<file path="src/rtl/hazard_sched_pkg.sv">
// ----------------------------------------------------------------------------
// hazard_sched_pkg
//  Shared types and constants for the pipeline stall/flush scheduler.
//  - hazard_state_e : scheduler FSM states
//  - STG_IF..STG_WB : bit positions of each stage in stage_adv/stage_flush
// ----------------------------------------------------------------------------
package hazard_sched_pkg;

  typedef enum logic [1:0] {
    ST_RUN        = 2'd0,
    ST_REDIR_WAIT = 2'd1,
    ST_TRAP_DRAIN = 2'd2
  } hazard_state_e;

  localparam int NUM_STG = 5;
  localparam int STG_IF  = 0;
  localparam int STG_ID  = 1;
  localparam int STG_EXE = 2;
  localparam int STG_MEM = 3;
  localparam int STG_WB  = 4;

endpackage

</file>
<file path="src/rtl/hazard_sched_perf_cnt.sv">
// ----------------------------------------------------------------------------
// hazard_perf_cnt
//  Two saturating event counters for the hazard scheduler (built only when
//  PERF_CNT_EN is defined in the enclosing design).
//  Ports:
//   clk, rst          clock, synchronous active-high reset (clears counters)
//   stall_inc_i       count one EXE stall cycle
//   flush_inc_i       count one accepted branch/trap flush
//   stall_cnt_o       stall cycle count, saturates at all-ones
//   flush_cnt_o       flush initiation count, saturates at all-ones
// ----------------------------------------------------------------------------
module hazard_perf_cnt #(
  parameter int W = 32
) (
  input  logic         clk,
  input  logic         rst,
  input  logic         stall_inc_i,
  input  logic         flush_inc_i,
  output logic [W-1:0] stall_cnt_o,
  output logic [W-1:0] flush_cnt_o
);

  logic [W-1:0] stall_q, stall_d;
  logic [W-1:0] flush_q, flush_d;

  always_comb begin
    stall_d = stall_q;
    flush_d = flush_q;
    if (stall_inc_i && (stall_q != '1)) stall_d = stall_q + 1'b1;
    if (flush_inc_i && (flush_q != '1)) flush_d = flush_q + 1'b1;
  end

  always_ff @(posedge clk) begin
    if (rst) begin
      stall_q <= '0;
      flush_q <= '0;
    end else begin
      stall_q <= stall_d;
      flush_q <= flush_d;
    end
  end

  assign stall_cnt_o = stall_q;
  assign flush_cnt_o = flush_q;

endmodule

</file>
<file path="src/rtl/hazard_sched.sv">
// ----------------------------------------------------------------------------
// hazard_sched
//  Central stall/flush scheduler for the 5-stage pipe (IF,ID,EXE,MEM,WB).
//  Builds the advance chain, sequences EXE branch redirects and MEM traps,
//  and holds a redirect until the fetch bus is idle.
//  Optional feature macro: PERF_CNT_EN (adds perf_stall/perf_flush counters).
//  Ports:
//   clk, rst                   clock, synchronous active-high reset
//   if_ready/id_ready/exe_done/fw_valid/mem_ready/wb_ready  stage status
//   if_busy, mem_inflight      ibus / dbus transaction outstanding
//   br_redirect, br_target     EXE mispredict and corrected PC
//   trap_req, trap_target      MEM trap and trap vector
//   stage_adv, stage_flush     per-stage advance/flush, bit0=IF .. bit4=WB
//   pc_redirect, pc_target     redirect command to IF
//   busy                       scheduler is not in RUN
//   dbg_state                  current FSM state
//   perf_stall, perf_flush     (PERF_CNT_EN only) saturating counters
//
//  Handshake: pc_redirect is a single-cycle command with no ready; IF must
//  load pc_target in the cycle pc_redirect=1. It is only issued while
//  if_busy=0, and never in two consecutive cycles. pc_target holds its last
//  value otherwise. The EXE forwarding logic sees exe_ready=stage_adv[2] and
//  exe_flush=stage_flush[2].
// ----------------------------------------------------------------------------
module hazard_sched
  import hazard_sched_pkg::*;
#(
  parameter int XLEN = 64
`ifdef PERF_CNT_EN
  , parameter int PERF_W = 32
`endif
) (
  input  logic               clk,
  input  logic               rst,
  input  logic               if_ready,
  input  logic               if_busy,
  input  logic               id_ready,
  input  logic               exe_done,
  input  logic               fw_valid,
  input  logic               mem_ready,
  input  logic               mem_inflight,
  input  logic               wb_ready,
  input  logic               br_redirect,
  input  logic [XLEN-1:0]    br_target,
  input  logic               trap_req,
  input  logic [XLEN-1:0]    trap_target,
  output logic [NUM_STG-1:0] stage_adv,
  output logic [NUM_STG-1:0] stage_flush,
  output logic               pc_redirect,
  output logic [XLEN-1:0]    pc_target,
  output logic               busy,
  output hazard_state_e      dbg_state
`ifdef PERF_CNT_EN
  , output logic [PERF_W-1:0] perf_stall,
  output logic [PERF_W-1:0]   perf_flush
`endif
);

  hazard_state_e       state_q, state_d;
  logic [XLEN-1:0]     pend_q, pend_d;
  logic [XLEN-1:0]     tgt_q, tgt_d;
  logic                redir_q;

  logic [NUM_STG-1:0]  adv_chain;
  logic [NUM_STG-1:0]  adv_mask;
  logic [NUM_STG-1:0]  flush;
  logic                redir;
  logic [XLEN-1:0]     redir_tgt;
  logic                issue;
  logic [XLEN-1:0]     issue_tgt;

  // A stage advances only when it and every younger-facing stage behind it
  // can move.
  always_comb begin
    adv_chain[STG_WB]  = wb_ready;
    adv_chain[STG_MEM] = mem_ready & adv_chain[STG_WB];
    adv_chain[STG_EXE] = exe_done & fw_valid & adv_chain[STG_MEM];
    adv_chain[STG_ID]  = id_ready & adv_chain[STG_EXE];
    adv_chain[STG_IF]  = if_ready & adv_chain[STG_ID];
  end

  always_comb begin
    state_d   = state_q;
    pend_d    = pend_q;
    adv_mask  = '1;
    flush     = '0;
    redir     = 1'b0;
    redir_tgt = pend_q;
    issue     = 1'b0;
    issue_tgt = pend_q;

    case (state_q)
      ST_RUN, ST_REDIR_WAIT: begin
        if (state_q == ST_REDIR_WAIT) begin
          // IF drops whatever the outstanding fetch returns.
          adv_mask[STG_IF] = 1'b0;
          flush[STG_IF]    = 1'b1;
        end
        if (trap_req) begin
          // Trap wins over any branch and replaces a pending redirect.
          if (mem_inflight) begin
            pend_d                   = trap_target;
            adv_mask[STG_MEM:STG_IF] = '0;
            state_d                  = ST_TRAP_DRAIN;
          end else begin
            flush[STG_MEM:STG_IF] = '1;
            issue                 = 1'b1;
            issue_tgt             = trap_target;
          end
        end else if (state_q == ST_REDIR_WAIT) begin
          issue     = 1'b1;
          issue_tgt = pend_q;
        end else if (br_redirect && adv_chain[STG_EXE]) begin
          // The branch itself moves on; only the younger IF/ID are killed.
          flush[STG_ID:STG_IF] = '1;
          issue                = 1'b1;
          issue_tgt            = br_target;
        end
      end
      ST_TRAP_DRAIN: begin
        adv_mask[STG_MEM:STG_IF] = '0;
        if (!mem_inflight) begin
          flush[STG_MEM:STG_IF] = '1;
          issue                 = 1'b1;
          issue_tgt             = pend_q;
        end
      end
      default: state_d = ST_RUN;
    endcase

    // Redirect now if the fetch bus is idle and no redirect went out last
    // cycle; otherwise park the target and retry from REDIR_WAIT.
    if (issue) begin
      if (!if_busy && !redir_q) begin
        redir     = 1'b1;
        redir_tgt = issue_tgt;
        state_d   = ST_RUN;
      end else begin
        pend_d  = issue_tgt;
        state_d = ST_REDIR_WAIT;
      end
    end
  end

  assign tgt_d = redir ? redir_tgt : tgt_q;

  always_ff @(posedge clk) begin
    if (rst) begin
      state_q <= ST_RUN;
      pend_q  <= '0;
      tgt_q   <= '0;
      redir_q <= 1'b0;
    end else begin
      state_q <= state_d;
      pend_q  <= pend_d;
      tgt_q   <= tgt_d;
      redir_q <= redir;
    end
  end

  // Flush dominates advance on the same stage.
  assign stage_adv   = rst ? '0 : (adv_chain & adv_mask & ~flush);
  assign stage_flush = rst ? '1 : flush;
  assign pc_redirect = ~rst & redir;
  assign pc_target   = rst ? '0 : tgt_d;
  assign busy        = ~rst & (state_q != ST_RUN);
  assign dbg_state   = state_q;

`ifdef PERF_CNT_EN
  // Every accepted branch/trap flush kills ID, while REDIR_WAIT alone only
  // flushes IF, so the ID flush bit marks a flush initiation.
  hazard_perf_cnt #(.W(PERF_W)) u_perf (
    .clk         (clk),
    .rst         (rst),
    .stall_inc_i (~rst & ~stage_adv[STG_EXE]),
    .flush_inc_i (~rst & stage_flush[STG_ID]),
    .stall_cnt_o (perf_stall),
    .flush_cnt_o (perf_flush)
  );
`endif

endmodule

</file>
<file path="config.mk">
export PLATFORM = sky130hd
export DESIGN_NAME = hazard_sched
export DESIGN_NICKNAME = d
export VERILOG_FILES = /design/src/rtl/hazard_sched_pkg.sv /design/src/rtl/hazard_sched_perf_cnt.sv /design/src/rtl/hazard_sched.sv
export SDC_FILE = /design/constraint.sdc
export NUM_CORES = 1
export LEC_CHECK = 0
export BUFFER_PORTS_ARGS = -buffer_cell sky130_fd_sc_hd__buf_2
export CAP_MARGIN = 20
export CORE_MARGIN = 1
export CORE_UTILIZATION = 30
export DETAILED_ROUTE_END_ITERATION = 16
export GPL_TIMING_DRIVEN = 0
export PLACE_DENSITY = 0.57
export SKIP_CTS_REPAIR_TIMING = 1
export SYNTH_ARGS = -nofsm -noshare
export SYNTH_HDL_FRONTEND = slang
export SYNTH_HIERARCHICAL = 1
export SYNTH_SLANG_ARGS = --single-unit
</file>
<file path="constraint.sdc">
create_clock -name clk -period 1.9 [get_ports clk]
set_input_delay 0.285 -clock clk [delete_from_list [all_inputs] [get_ports clk]]
set_output_delay 0.285 -clock clk [all_outputs]
set_load 0.01 [all_outputs]
</file>
======== Word level (Yosys, flattened, before mapping) ========
Cells that the tools add are included.
storage, ports and cells
  bits in registers ....................... 131
  input port bits ......................... 140
  output and inout port bits .............. 78
  word-level logic and storage cells ...... 68
cells by class
  eq/ne operators ......................... 5
  multiplexer cells ....................... 40
  bitwise logic cells ..................... 11
  reductions and logical operators ........ 8
operator list
  kind                number
  $mux 64             14
  $mux 4              4
  $pmux 4 s2          2
  $mux 2              7
  $and 5x5->5         2
  $mux 5              2
  $mux 1              9
  $and 1x1->1         7
  $ne 3x3->1 const B  2
  $not 4->5           1
  $pmux 2 s2          1
  $reduce_and 3->1    1
  $eq 2x1->1 const B  1
  $eq 2x2->1 const B  1
  $logic_and 1x1->1   2
  $logic_not 1->1     2
  $logic_not 2->1     1
  $ne 2x2->1 const B  1
  $pmux 1 s2          1
  $reduce_bool 2->1   1
  $reduce_or 2->1     1
  $not 1->1           1

======== Logic depth before layout (Yosys ltp) ========
Gate-level depths: netlist of the first run.
  depth in word-level cells ............... 11
  depth in mapped cells ................... 7
  depth with buffers taken out ............ 4

======== Worst setup path after synthesis of the first run ========
OpenSTA, ideal clock, no wires.
  path type ............................... reg2out
  from .................................... register state_q[0] (netlist: dbg_state[0])
  to ...................................... output port pc_target[11]
  arrival ................................. 1871 ps
  path slack .............................. -256 ps
  stages on the path, launching flop included .. 8
  cell sequence ........................... dfxtp_1 > buf_6 > or3b_1 > o2111ai_2 > or3b_1 > buf_4 > buf_6 > o2bb2ai_2
on the way
  cells in the longest elaborated chain, start to end .. 8
  elaborated cells between the ends (all ways) .. 15
  those cells by class .................... 2 x eq/ne; 11 x mux; 2 x reduce/logical
ends and longest elaborated chain
  element                 line                                     source
  start, declared         hazard_sched.sv:59                       hazard_state_e state_q, state_d;
  start signal, assigned  hazard_sched.sv:154                      state_q <= state_d;
  $eq 2x1->1              hazard_sched.sv:92, hazard_sched.sv:110
  $mux 64                 hazard_sched.sv:110                      end else if (state_q == ST_REDIR_WAIT) begin
  $mux 64                 hazard_sched.sv:99                       if (trap_req) begin
  $mux 64                 -
  $mux 64                 hazard_sched.sv:134                      if (!if_busy && !redir_q) begin
  $mux 64                 hazard_sched.sv:133                      if (issue) begin
  $mux 64 (*)             hazard_sched.sv:145                      assign tgt_d = redir ? redir_tgt : tgt_q;
  $mux 64 (*)             -
  end, declared           hazard_sched.sv:50                       output logic [XLEN-1:0] pc_target,
Mark *: on every way between the ends. The rest lies on a longest branch, timed or not.

======== Final worst setup path of the first run ========
  from .................................... register state_q[0] (netlist: dbg_state[0])
  to ...................................... output port pc_target[18]
Same word-level chain as after synthesis.

==> results_dict.tcl, run 1 <==
set metrics [dict create \
    cts_inserted_buffers 17 \
    share_seq_of_total_power 0.339 \
    route.final.wire_length_mm 26.1 \
    worst_pin_slew_ns 0.561 \
    net_switching_component_of_the_power_uw 2790 \
    critical_path.n_buffers_inverters 3 \
    number_of_antenna_violations_at_the_first_check_in_global_routing 0 \
    syn2layout_area_growth_pct 69.8 \
    report.power.total_uw 9360 \
    die_h_um 155 \
    combinationalPowerShare 0.261 \
    met3_usage 0.0375 \
    synthMostInstantiatedCell "dfxtp_1" \
    timing.critical_path.slowest_cell_delay_ns 0.48 \
    clkLatencyLatePin_ns 0.42 \
    placement.io_buffers 216 \
    crit_family "simple AND/OR/NAND/NOR gates" \
    timing.clock.skew_ns 0.00818 \
    ys_types 35 \
    failed_checks "setup timing" \
    fillCellCount 2049 \
    synth_seq_cells 131 \
    number_of_flops_mapped_to_enable_cells_by_yosys 0 \
    detail_route.first_pass.iterations 4 \
    arrival_ns 2.37 \
    dp_cells 1237 \
    synth-warning-count 6 \
    residual_drc 0 \
    setup.worst_path.class "reg2out" \
    final_area_mm2 0.0119 \
    drt_iter0_drc 304 \
    yosysSeqAreaShare 0.374 \
    initial_core_utilization 0.308 \
    tritoncts_clock_tree "yes" \
    placement_rows 55 \
    grt_use_met2 0.328 \
    postSynthAreaPerCell_um2 9.90 \
    route.antenna.remaining_nets 0 \
    place_ws_ns -1.13 \
    sw_frac_of_total 0.298 \
    power_report.internal_total_uw 6570 \
    drive_above_1_share 0.586 \
    global_route.usage.total 0.208 \
    globalRouteMet1Util 0.289 \
    synth_top_cell_area_share 0.374 \
    clock.fmax_ghz 0.377 \
    vias_per_cell 5.30 \
    power.share.clock 0.400 \
    powerDensity_mw_per_mm2 786 \
    postSynth.topFlopCell "dfxtp_1" \
    synth.top_cells.by_area "dfxtp_1, mux2_2, o2bb2ai_2, a2bb2oi_1, o221ai_1" \
    chipWidth_um 155 \
    worst_slew_margin_rel 0.626 \
    grt_setup_unrepaired "true" \
    final_core_utilization 0.522 \
    synth_largest_area_cell "dfxtp_1" \
    finalHoldViolCount 0 \
    total_standard_cell_area_after_synthesis_mm2 0.00701 \
    grt_start_max_net_pins 17 \
    syn-instance-count 708 \
    proportion_of_synthesized_flip_flops_having_asynchronous_set_or_reset 0 \
    run_status "complete, but fails checks" \
    most_used_routing_layer_in_global_routing "met2" \
    layout.cells.non_filler 1297 \
    timing.final.setup_violations 77 \
    route.vias.total 6879 \
    dieArea_mm2 0.0240 \
    post_synthesis_net_count 848 \
    antenna_cell_count 0 \
    wire_length_of_the_first_global_routing_pass_mm 38.5 \
    critPathSlowestCell "or3b_4" \
    worstPathMaxFanout 10 \
    finalCritPeriodShare 1.40 \
    crit_required_ns 1.62 \
    timing.critical_path.cells "or3b_4 > o2111ai_4 > or3b_4 > buf_12 > buf_12 > o2bb2ai_4 > buf_6" \
    core_region_area_mm2 0.0228 \
    synth_top_cells_by_count "dfxtp_1, inv_1, a211oi_1, a21oi_1" \
    detail_route.wl_per_cell_um 20.2 \
    grt_pass1_vias 6695 \
    start_kind "flop" \
    ir_drop_worst_case_vdd_v 0.000530 \
    clockBufferDepth 2 \
    grt.overflow.total 0 \
    leakagePower_uw 0.00452 \
    final_max_slew_violation_count 0 \
    critical_path.endpoint_type "output port" \
    detailed_place.area_mm2 0.00924 \
    dp_hpwl_mm 17.5 \
    htree_num_levels 4 \
    post-route-worst-setup-slack_ns -0.755 \
    min_path_type "in2reg" \
    clock-sinks 131 \
    period_needed_ns 2.65 \
    nets 1111 \
    drv.max_cap_violation_count 0 \
    cts.root.buffer_cell "clkbuf_16" \
    clkTransAtPathRegs_ns 0.07 \
    gp_congestion 0.780 \
    design.portCount 218 \
]
==> worst min-delay path, stage by stage <==
cell,delay (ns)
buf_2,0.08
o221ai_2,0.12
o2bb2ai_2,0.14
==> flip-flops by register name, indices dropped and copies added (netlist names) <==
register and cells:
dbg_state 2, tgt_q 64, redir_q 1, pend_q 64
==> power groups by stage <==
stage	clock network, uW	registers (uW)	logic (uW)
floorplan	0	3140	1320
global placement	0	3160	1850
detailed placement	0	3170	1870
CTS	3810	3110	1880
global route	3920	3200	2620
finish	3750	3170	2440
==> path summary, 6_finish.rpt <==
kind              depth (start not counted)    startpoint             to  slack [ns]
hold / removal                            3  br_target[7]       tgt_q[7]        0.24
hold reg to reg                           1     tgt_q[58]      tgt_q[58]        0.46
setup reg to reg                          7  dbg_state[0]      tgt_q[22]       -0.10
setup / recovery                          7  dbg_state[0]  pc_target[18]       -0.75
==> routing by layer <==
metal  share of wire  wire [um]
met2            0.47      12300
met4           0.014        368
met1            0.47      12200
met5               0          0
met3           0.047       1220
==> cell families (layout without fill, tap and decap cells) <==
family | Yosys count | count (layout) | share of synthesized area
mux | 64 | 64 | 0.103
simple gates | 31 | 31 | 0.0262
flops | 131 | 131 | 0.374
compound gates | 333 | 333 | 0.405
buf+inv | 149 | 425 | 0.0914
==> placed cells by master (no fill, tap or decap), drive strengths merged, types with 7 or more instances in the layout <==
| cell | Yosys | routed |
|---|---|---|
| inv | 67 | 66 |
| a211oi | 65 | 65 |
| o2bb2ai | 64 | 64 |
| mux2 | 64 | 64 |
| nor2 | 7 | 7 |
| o221ai | 64 | 64 |
| clkbuf | 42 | 54 |
| a2bb2oi | 64 | 64 |
| buf | 40 | 292 |
| a21oi | 65 | 65 |
| dfxtp | 131 | 131 |
==> cell type report <==
type | count | area (um^2) | share of cell area
Inverter | 67 | 256 | 0.0216
Buffer | 80 | 739 | 0.0621
Clock buffer | 20 | 457 | 0.0384
Timing Repair Buffer | 246 | 1700 | 0.143
Multi-Input combinational cell | 428 | 5520 | 0.464
Tap cell | 313 | 392 | 0.0329
Clock inverter | 12 | 204 | 0.0171
Sequential cell | 131 | 2630 | 0.221
==> stage by stage <==
step                      TNS, ns  hold WS (ns)
after floorplan            -10.07         0.483
after global placement    -151.87         0.443
after detailed placement  -159.96         0.446
after CTS                 -158.52         0.277
after global routing       -54.57         0.248
final                      -47.33         0.241
Note: power is estimated with default switching activity, not from simulation.
==> run 2, diff against run 1 <==
- PLACE_DENSITY: 0.57 -> 0.56
- clock period: 1.9 -> 3.4 ns (I/O delays scaled with it)
==> run 2 against run 1 <==
- non-clock buffer count is 27 lower
- the run now ends clean
- die area stayed put
- clock skew is 0.00051 ns higher
- routed wire length is 6.1% lower
- cell count is 2.0% lower
- via count is 3.5% lower
- global-route usage is 0.19 points higher
- largest cell class unchanged
- sequential cell count stayed put
- core utilization is 12 points lower
- combinational power is 61% lower
==> results_dict.tcl, run 2 (synthesized netlist as in run 1, its figures left out) <==
set metrics [dict create \
    critical_path.n_buffers_inverters 4 \
    critical_path.endpoint_type "output port" \
    grt.overflow.total 0 \
    cts_inserted_buffers 17 \
    timing.final.setup_violations 0 \
    worst_pin_slew_ns 0.728 \
    power_report.internal_total_uw 3300 \
    hold_start "tgt_q[53]" \
    chipWidth_um 155 \
    r2r_slack_ns 1.07 \
    layout.cells.most_common "buf_2" \
    place_ws_ns -0.109 \
    ir_drop_worst_case_vdd_v 0.000215 \
    crit_family "compound AO/OA/AOI/OAI gates" \
    period_needed_ns 3.29 \
    r2r-end "pend_q[42]" \
    route.final.wire_length_mm 24.6 \
    net_switching_component_of_the_power_uw 1340 \
    design.portCount 218 \
    finalHoldViolCount 0 \
    drt_iter0_drc 312 \
    min_path_type "reg2reg" \
    clkLatencyLatePin_ns 0.42 \
    placement.io_buffers 216 \
    finalHoldWorstSlack_ns 0.457 \
    power.share.clock 0.424 \
    clkTransAtPathRegs_ns 0.06 \
    detail_route.wl_per_cell_um 19.3 \
    reg2reg_from "dbg_state[0]" \
    number_of_antenna_violations_at_the_first_check_in_global_routing 2 \
    route.vias.total 6636 \
    clock.fmax_ghz 0.304 \
    critPathSlowestCell "o41ai_4" \
    combinationalPowerShare 0.203 \
    route.antenna.remaining_nets 0 \
    grt_pass1_vias 6754 \
    syn2layout_area_growth_pct 30.6 \
    run_status "finished, final reports clean" \
    nets 1084 \
    worstPathMaxFanout 10 \
    fillCellCount 2289 \
    grt_start_max_net_pins 17 \
    multi_input_area_mm2 0.00376 \
    die_h_um 155 \
    start_kind "primary input" \
    detail_route.first_pass.iterations 5 \
    ff_latch_area_mm2 0.00262 \
    crit_required_ns 2.89 \
    timing.critical_path.cells "buf_2 > nand3_1 > o41ai_4 > buf_12 > buf_1 > o221ai_1 > o2bb2ai_2 > buf_2" \
    finalCritPeriodShare 0.967 \
    hold-path-endpoint "tgt_q[53]" \
    dieArea_mm2 0.0240 \
    worst_slew_margin_rel 0.515 \
    tritoncts_clock_tree "yes" \
    timing.critical_path.slowest_cell_delay_ns 0.52 \
    sw_frac_of_total 0.289 \
    drv.max_cap_violation_count 0 \
    initial_core_utilization 0.308 \
    clockBufferDepth 2 \
    share_seq_of_total_power 0.373 \
    fin_tns_setup_ns 0 \
    final_max_slew_violation_count 0 \
    post-route-worst-setup-slack_ns 0.113 \
    clock-sinks 131 \
    whs_path_depth 1 \
    arrival_ns 2.78 \
    dp_hpwl_mm 17.3 \
    residual_drc 0 \
    leakagePower_uw 0.00372 \
    drive_above_1_share 0.410 \
    reg2regPathDepth 7 \
    core_region_area_mm2 0.0228 \
    placement_rows 55 \
    cts.root.buffer_cell "clkbuf_16" \
    critical_path.most_common_cell "buf_2" \
    global_route.usage.total 0.210 \
    setup.worst_path.class "in2out" \
    timing.clock.skew_ns 0.00869 \
    htree_num_levels 4 \
    powerDensity_mw_per_mm2 507 \
    most-common-layout-cells "buf_2, dfxtp_1, inv_1" \
    wire_length_of_the_first_global_routing_pass_mm 38.4 \
    gp_congestion 0.762 \
    vias_per_cell 5.22 \
]
run 2: changes by cell type in the layout (fill, tap and decap cells not counted), moves of 30 or more:
cell	previous run	this run
buf_6	75	5
o2bb2ai_4	52	0
clkbuf_1	7	37
o221ai_4	33	0
buf_2	175	239
o221ai_1	3	64
run 2: power groups by stage:
stage	Sequential (uW)	Combinational, uW	Clock (uW)
6_report	1730	943	1970
5_1_grt	1740	1040	2080
4_1_cts	1730	942	2010
3_5_place_dp	1760	939	0
3_3_place_gp	1760	930	0
2_1_floorplan	1750	632	0
run 2: worst max path at each step:
stage | endpoint | cells after the start | startpoint | slack (ns)
after global routing | pc_target[36] | 8 | wb_ready | -0.01
after CTS | pc_target[52] | 7 | exe_done | -0.12
after global placement | pc_target[52] | 7 | exe_done | -0.39
after detailed placement | pc_target[52] | 7 | exe_done | -0.11
final | pc_target[36] | 8 | wb_ready | 0.11
after floorplan | stage_adv[1] | 7 | trap_req | 0.93
run 2: final cells by class:
cell class                      instances  share of cell area
Tap cell                              313              0.0428
Multi-Input combinational cell        428               0.411
Inverter                               67              0.0275
Antenna cell                            1            0.000273
Sequential cell                       131               0.287
Timing Repair Buffer                  217               0.120
Clock buffer                           21              0.0514
Clock inverter                         11              0.0164
Buffer                                 82              0.0433
run 2: worst reg2reg max path, delay by kind of cell, from the launching register on:
| kind | cells | cell delay, ns |
|---|---|---|
| DFF | 1 | 0.31 |
| buffers and inverters | 3 | 0.94 |
| AOI/OAI and AO/OA | 2 | 0.32 |
| and+or+nand+nor | 2 | 0.60 |
run 2: per-stage QoR:
stage	util	cell area (um^2)	power (uW)	cells
after detailed placement	0.373	8490	2700	1237
after global placement	0.372	8480	2690	1237
after CTS	0.400	9110	4680	1269
after floorplan	-	7010	2380	708
after global routing	0.402	9150	4860	1271
final	0.402	9150	4640	1271
run 2: per-layer routing:
layer	global-route usage	up-vias	part of all wire
met5	0	-	0
met4	0.0651	0	0.013
met1	0.280	3179	0.46
met3	0.0496	23	0.054
li1	-	3234	-
met2	0.335	200	0.47
